**src/rtl/axis_pkg.sv**
```systemverilog
// Shared definitions for the AXI4-Stream frame sink: FSM state type,
// default frame length and the pointer-width helper.
package axis_pkg;

    // RECV: accepting beats into the buffer; HOLD: frame complete, read port active
    typedef enum logic {
        RECV = 1'b0,
        HOLD = 1'b1
    } sink_state_t;

    localparam int FRAME_WORDS_DEFAULT = 8;

    // Pointers must represent 0..depth inclusive (depth = "buffer full")
    function automatic int ptr_width(input int depth);
        return $clog2(depth + 1);
    endfunction

endpackage

```
**src/rtl/axis_frame_buffer.sv**
```systemverilog
// Frame storage: DEPTH x DATA_WIDTH array with one write port and a
// registered read port. The read register only updates on rd_en, so the
// last word read stays on rd_data until the next read.
module axis_frame_buffer #(
    parameter int DATA_WIDTH = 32,
    parameter int DEPTH      = 8,
    localparam int AW        = (DEPTH > 1) ? $clog2(DEPTH) : 1
) (
    input  logic                  clk,
    input  logic                  srst,
    input  logic                  wr_en,
    input  logic [AW-1:0]         wr_addr,
    input  logic [DATA_WIDTH-1:0] wr_data,
    input  logic                  rd_en,
    input  logic [AW-1:0]         rd_addr,
    output logic [DATA_WIDTH-1:0] rd_data
);

    logic [DATA_WIDTH-1:0] mem [DEPTH];
    logic [DATA_WIDTH-1:0] rd_data_reg;

    // Write port: store the accepted beat at the current write slot
    always_ff @(posedge clk) begin
        if (wr_en) begin
            mem[wr_addr] <= wr_data;
        end
    end

    // Registered read port; output register cleared on reset
    always_ff @(posedge clk) begin
        if (srst) begin
            rd_data_reg <= '0;
        end else if (rd_en) begin
            rd_data_reg <= mem[rd_addr];
        end
    end

    assign rd_data = rd_data_reg;

endmodule

```
**src/rtl/axis_frame_sink.sv**
```systemverilog
// AXI4-Stream slave terminating a fixed-length frame stream. One frame is
// captured into a local buffer while its length and 1..N data sequence are
// checked; the frame is then held (TREADY low) until it has been fully read
// out through the simple rd_en/rd_data port.
module axis_frame_sink
    import axis_pkg::*;
#(
    parameter int C_S_AXIS_TDATA_WIDTH = 32,
    parameter int FRAME_WORDS          = FRAME_WORDS_DEFAULT,
    parameter bit CHECK_SEQ            = 1'b1
) (
    input  logic                              S_AXIS_ACLK,
    input  logic                              S_AXIS_ARESET,
    input  logic                              S_AXIS_TVALID,
    output logic                              S_AXIS_TREADY,
    input  logic [C_S_AXIS_TDATA_WIDTH-1:0]   S_AXIS_TDATA,
    input  logic [C_S_AXIS_TDATA_WIDTH/8-1:0] S_AXIS_TSTRB,
    input  logic                              S_AXIS_TLAST,
    input  logic                              rd_en,
    output logic [C_S_AXIS_TDATA_WIDTH-1:0]   rd_data,
    output logic                              rd_valid,
    output logic                              frame_done,
    output logic                              frame_err,
    output logic                              seq_err,
    output logic [15:0]                       frame_count
);

    localparam int W  = C_S_AXIS_TDATA_WIDTH;
    localparam int PW = ptr_width(FRAME_WORDS);
    localparam int AW = (FRAME_WORDS > 1) ? $clog2(FRAME_WORDS) : 1;
    localparam logic [PW-1:0] LAST_IDX = PW'(FRAME_WORDS - 1);

    sink_state_t     state_reg;
    logic [PW-1:0]   wr_ptr_reg;
    logic [PW-1:0]   rd_ptr_reg;
    logic            frame_err_reg;
    logic            seq_err_reg;
    logic            rd_valid_reg;
    logic [15:0]     frame_count_reg;

    logic            beat_fire;
    logic            at_last_slot;
    logic            frame_close;
    logic            len_err_beat;
    logic            seq_bad_beat;
    logic            rd_fire;
    logic            rd_last;

    // Byte qualifiers carry no meaning for this sink
    logic            unused_tstrb;
    assign unused_tstrb = ^S_AXIS_TSTRB;

    // Ready only while collecting a frame and never during reset
    assign S_AXIS_TREADY = (state_reg == RECV) && !S_AXIS_ARESET;

    assign beat_fire    = S_AXIS_TVALID && S_AXIS_TREADY;
    assign at_last_slot = (wr_ptr_reg == LAST_IDX);

    // A frame ends on TLAST or when the buffer's final slot is filled,
    // whichever comes first; the mismatch of the two is a length error.
    assign frame_close  = beat_fire && (S_AXIS_TLAST || at_last_slot);
    assign len_err_beat = (S_AXIS_TLAST && (wr_ptr_reg < LAST_IDX)) ||
                          (at_last_slot && !S_AXIS_TLAST);

    // Beat k of a frame is expected to carry the value k+1
    generate
        if (CHECK_SEQ) begin : g_seq_check
            assign seq_bad_beat = (S_AXIS_TDATA != (W'(wr_ptr_reg) + W'(1)));
        end else begin : g_no_seq_check
            assign seq_bad_beat = 1'b0;
        end
    endgenerate

    // Reads are honoured only while a frame is held and words remain
    assign rd_fire = (state_reg == HOLD) && rd_en && (rd_ptr_reg < wr_ptr_reg);
    assign rd_last = rd_fire && (rd_ptr_reg == (wr_ptr_reg - PW'(1)));

    axis_frame_buffer #(
        .DATA_WIDTH (W),
        .DEPTH      (FRAME_WORDS)
    ) u_buffer (
        .clk     (S_AXIS_ACLK),
        .srst    (S_AXIS_ARESET),
        .wr_en   (beat_fire),
        .wr_addr (wr_ptr_reg[AW-1:0]),
        .wr_data (S_AXIS_TDATA),
        .rd_en   (rd_fire),
        .rd_addr (rd_ptr_reg[AW-1:0]),
        .rd_data (rd_data)
    );

    // Receive/hold FSM with pointers, error accumulation and frame counter
    always_ff @(posedge S_AXIS_ACLK) begin
        if (S_AXIS_ARESET) begin
            state_reg       <= RECV;
            wr_ptr_reg      <= '0;
            rd_ptr_reg      <= '0;
            frame_err_reg   <= 1'b0;
            seq_err_reg     <= 1'b0;
            rd_valid_reg    <= 1'b0;
            frame_count_reg <= '0;
        end else begin
            rd_valid_reg <= rd_fire;
            case (state_reg)
                RECV: begin
                    if (beat_fire) begin
                        wr_ptr_reg  <= wr_ptr_reg + PW'(1);
                        seq_err_reg <= seq_err_reg | seq_bad_beat;
                        if (frame_close) begin
                            frame_err_reg   <= frame_err_reg | len_err_beat;
                            frame_count_reg <= frame_count_reg + 16'd1;
                            state_reg       <= HOLD;
                        end
                    end
                end
                HOLD: begin
                    if (rd_fire) begin
                        rd_ptr_reg <= rd_ptr_reg + PW'(1);
                    end
                    // Last stored word read: release the buffer for the next frame
                    if (rd_last) begin
                        state_reg     <= RECV;
                        wr_ptr_reg    <= '0;
                        rd_ptr_reg    <= '0;
                        frame_err_reg <= 1'b0;
                        seq_err_reg   <= 1'b0;
                    end
                end
                default: begin
                    state_reg <= RECV;
                end
            endcase
        end
    end

    assign rd_valid    = rd_valid_reg;
    assign frame_done  = (state_reg == HOLD);
    assign frame_err   = frame_err_reg;
    assign seq_err     = seq_err_reg;
    assign frame_count = frame_count_reg;

endmodule

```
**config.mk**
```make
export PLATFORM = sky130hd
export DESIGN_NAME = axis_frame_sink
export DESIGN_NICKNAME = d
export VERILOG_FILES = /design/src/rtl/axis_pkg.sv /design/src/rtl/axis_frame_buffer.sv /design/src/rtl/axis_frame_sink.sv
export SDC_FILE = /design/constraint.sdc
export NUM_CORES = 1
export LEC_CHECK = 0
export BUFFER_PORTS_ARGS = -buffer_cell sky130_fd_sc_hd__buf_2
export CORE_MARGIN = 1.5
export CORE_UTILIZATION = 30
export DETAILED_ROUTE_END_ITERATION = 6
export PLACE_DENSITY = 0.47
export SLEW_MARGIN = 30
export SYNTH_ARGS = -nofsm -noshare
export SYNTH_HDL_FRONTEND = slang
export SYNTH_SLANG_ARGS = --single-unit
```
**constraint.sdc**
```tcl
create_clock -name S_AXIS_ACLK -period 5.4 [get_ports S_AXIS_ACLK]
set_clock_uncertainty 0.15 [all_clocks]
set_input_delay 1.08 -clock S_AXIS_ACLK [delete_from_list [all_inputs] [get_ports S_AXIS_ACLK]]
set_output_delay 1.08 -clock S_AXIS_ACLK [all_outputs]
set_load 0.005 [all_outputs]
```
==> impl_metrics.env <==
export IMPL_crit_chain="inv_1, ha_1, o21ai_0, a21oi_1, nor2_4, buf_4, nor2_1, a211oi_1"
export IMPL_min_from="u_buffer.rd_data[0]"
export IMPL_insertedDiodeCount=0
export IMPL_pwr_density_cell_mw_per_mm2=355.8
export IMPL_ys_flop_type="sky130_fd_sc_hd__edfxtp_1"
export IMPL_synth_edf_count=256
export IMPL_place_gp_congestion=0.7346
export IMPL_worst_setup_path_type="reg -> reg"
export IMPL_cp_num_buf_inv=2
export IMPL_globalRoute_totalOverflow=0
export IMPL_wl_per_cell_um=20.82
export IMPL_grt_pass1_vias=6493
export IMPL_clock_latency_ps=520
export IMPL_cp_start_kind="flip-flop"
export IMPL_avgViaCountPerCell=4.729
export IMPL_worst_endpoint_arrival_ps=3430
export IMPL_final_layout_size_suffix_gt1_share_pct=29.16
export IMPL_boundaryPins=94
export IMPL_crit_path_largest_cell_delay_ps=720
export IMPL_post_cts_setup_buffer_count=0
export IMPL_synth_seq_cells=316
export IMPL_crit_required_ps=5670
export IMPL_whs_endpoint="u_buffer.rd_data[0]"
export IMPL_cts_buffers_inserted=36
export IMPL_initial_core_util_pct=30.56
export IMPL_drt_pass1_iter_count=4
export IMPL_drt_total_wl_um=27710
export IMPL_worst_slew_pin_slew_ps=980.1
export IMPL_core_area_mm2=0.03991
export IMPL_layout_nets=829
export IMPL_tritoncts="yes"
export IMPL_worstHoldPathType="reg -> reg"
export IMPL_final_hold_viol_count=0
export IMPL_synth_cells=672
export IMPL_setup_ws_ps=2236
export IMPL_crit_reg2reg_launch="wr_ptr_reg[2]"
export IMPL_worst_hold_path_num_cells=2
export IMPL_cts_resized=0
export IMPL_grt_antenna_before_repair=3
export IMPL_design_area_mm2=0.01449
export IMPL_cp_top_family="buffers and inverters"
export IMPL_detailedPlacementHpwl_um=16090
export IMPL_detail_route_antenna_nets=0
export IMPL_clkTransAtPathRegs_ps=60
export IMPL_slew_headroom_pct=34.31
export IMPL_drt_first_iter_violations=328
export IMPL_path_max_fanout=52
export IMPL_asyncSetResetFlopFracSynth_pct=0
export IMPL_chipHeight_um=204.6
export IMPL_yosysUniqueCellTypes=42
export IMPL_utilization_pct=36.31
export IMPL_clk_path_buf_depth=3
export IMPL_post_dp_cell_area_mm2=0.01334
export IMPL_port_buffer_count=89
export IMPL_postCtsHoldBufs=0
export IMPL_fmax_ghz=0.3160
export IMPL_yosysWarnings=0
export IMPL_floorplan_die_width_um=204.6
export IMPL_residual_drc_count=0
export IMPL_syn_mean_instance_area_um2=18.15
export IMPL_final_common_cell="sky130_fd_sc_hd__edfxtp_1"
export IMPL_htree_num_levels=2
export IMPL_post_synth_instance_area_mm2=0.01220
export IMPL_rrSetupSlack_ps=2240
export IMPL_rsz0062_at_grt="false"
export IMPL_clk_root_buffer_cell="sky130_fd_sc_hd__clkbuf_16"
export IMPL_cap_violations=0
export IMPL_largest_register_ff_count=256
export IMPL_placement_rows=73
export IMPL_synth_nets=721
export IMPL_route_vias_total=6294
export IMPL_synth_seq_area_share_pct=72.88
export IMPL_first_pass_grt_wire_length_um=41620
export IMPL_slowest_stage="sky130_fd_sc_hd__dfxtp_1"
export IMPL_maximum_number_of_pins_on_one_net_before_global_route_repair=53
export IMPL_run_status="finished clean"
export IMPL_mostFrequentLayoutCells="sky130_fd_sc_hd__edfxtp_1 (256), sky130_fd_sc_hd__buf_2 (89), sky130_fd_sc_hd__mux4_2 (64), sky130_fd_sc_hd__dfxtp_1 (57), sky130_fd_sc_hd__nor2_1 (56)"
export IMPL_dieArea_mm2=0.04187
export IMPL_r2r_cells=8
export IMPL_report_final_setup_viol=0
export IMPL_critical_path_endpoint_type="flip-flop"
export IMPL_clock_sinks=316
export IMPL_timing_final_max_slew_violations=0
export IMPL_period_share_pct=58.60
export IMPL_area_delta_synth_final_pct=18.81
export IMPL_place_ws_ps=1715
export IMPL_gr_usage_all_layers_pct=13.43
export IMPL_reg2reg_to="u_buffer.rd_data[22]"
export IMPL_period_minus_slack_ps=3164
export IMPL_leakagePower_nw=4.627
export IMPL_worst_ir_drop_vdd_v=0.0002064
==> worst register-to-register path, cell delays in order (launching register included) <==
cell                       delay, ps
sky130_fd_sc_hd__dfxtp_1         720
sky130_fd_sc_hd__inv_1           230
sky130_fd_sc_hd__ha_1            320
sky130_fd_sc_hd__o21ai_0         160
sky130_fd_sc_hd__a21oi_1         130
sky130_fd_sc_hd__nor2_4          420
sky130_fd_sc_hd__buf_4           620
sky130_fd_sc_hd__nor2_1          110
sky130_fd_sc_hd__a211oi_1        230
==> how the worst max path moves through the flow <==
stage | startpoint | to | cells past startpoint | slack, ps
global route | wr_ptr_reg[2] | u_buffer.rd_data[25] | 8 | 1920
detailed placement | S_AXIS_ARESET | u_buffer.mem[6][22] | 6 | 1710
CTS | wr_ptr_reg[2] | u_buffer.rd_data[9] | 8 | 2160
finish | wr_ptr_reg[2] | u_buffer.rd_data[22] | 8 | 2240
global placement | S_AXIS_ARESET | u_buffer.mem[6][22] | 6 | 1760
floorplan | S_AXIS_ARESET | u_buffer.mem[0][0] | 4 | -10
==> Yosys cell counts (6+ instances only) <==
cell type	instances	area share [%]
sky130_fd_sc_hd__buf_2	8	0.33
sky130_fd_sc_hd__inv_1	6	0.18
sky130_fd_sc_hd__nand2_1	9	0.28
sky130_fd_sc_hd__ha_1	8	0.82
sky130_fd_sc_hd__edfxtp_1	256	63
sky130_fd_sc_hd__nor2_1	58	1.8
sky130_fd_sc_hd__clkbuf_1	24	0.74
sky130_fd_sc_hd__xor2_1	16	1.1
sky130_fd_sc_hd__mux4_2	64	12
sky130_fd_sc_hd__xnor2_1	11	0.79
sky130_fd_sc_hd__a21oi_1	6	0.25
sky130_fd_sc_hd__nor4_1	12	0.62
sky130_fd_sc_hd__a211oi_1	32	2.0
sky130_fd_sc_hd__nand3_1	13	0.53
sky130_fd_sc_hd__nor3_1	6	0.25
sky130_fd_sc_hd__mux2i_1	33	2.7
sky130_fd_sc_hd__nand4_1	8	0.41
sky130_fd_sc_hd__dfxtp_1	60	9.8
==> cell families (layout without fill, tap and decap cells) <==
| group | count (synthesis) | in the layout | share of synthesized area (%) |
|---|---|---|---|
| adders and majority gates | 8 | 8 | 0.8207 |
| AOI/OAI and AO/OA | 54 | 54 | 3.283 |
| DFF | 316 | 316 | 72.88 |
| buffers and inverters | 46 | 180 | 1.652 |
| muxes | 97 | 97 | 14.53 |
| xor gates and xnor gates | 27 | 27 | 1.939 |
| and+or+nand+nor | 124 | 124 | 4.904 |
==> area by class of cell <==
type	count	area [um^2]
multi-input combinational	310	3162
fill	3760	25420
clock buffer	54	1041
tap	525	656.9
inverter	6	22.52
timing repair buffer	110	635.6
sequential	316	8895
clock inverter	10	78.83
==> through the flow <==
| stage | setup TNS, ps | hold WS [ps] | std cells | power [mW] |
|---|---|---|---|---|
| 2_1_floorplan | -1616 | 310.5 | 672 | 2.820 |
| 3_3_place_gp | 0 | 335.5 | 1266 | 2.908 |
| 3_5_place_dp | 0 | 337.6 | 1266 | 2.909 |
| 4_1_cts | 0 | 345.3 | 1330 | 5.236 |
| 5_1_grt | 0 | 359.6 | 1331 | 5.348 |
| 6_report | 0 | 342.5 | 1331 | 5.157 |
==> routing by layer <==
layer	track usage (%)	part of all wire [%]	vias to the layer above
li1	-	-	2901
met1	18.11	45	3224
met2	22.04	48	124
met3	2.561	5.4	41
met4	3.782	1.8	4
met5	0	0.072	-
==> where the power goes <==
part | internal [mW] | switching [mW] | total, mW | leakage, nW
clock | 1.38 | 0.924 | 2.30 | 0.543
combinational | 0.0668 | 0.109 | 0.176 | 1.29
sequential | 2.66 | 0.0161 | 2.68 | 2.80
total | 4.11 | 1.05 | 5.16 | 4.63
Power figures use the tool's default switching activity.
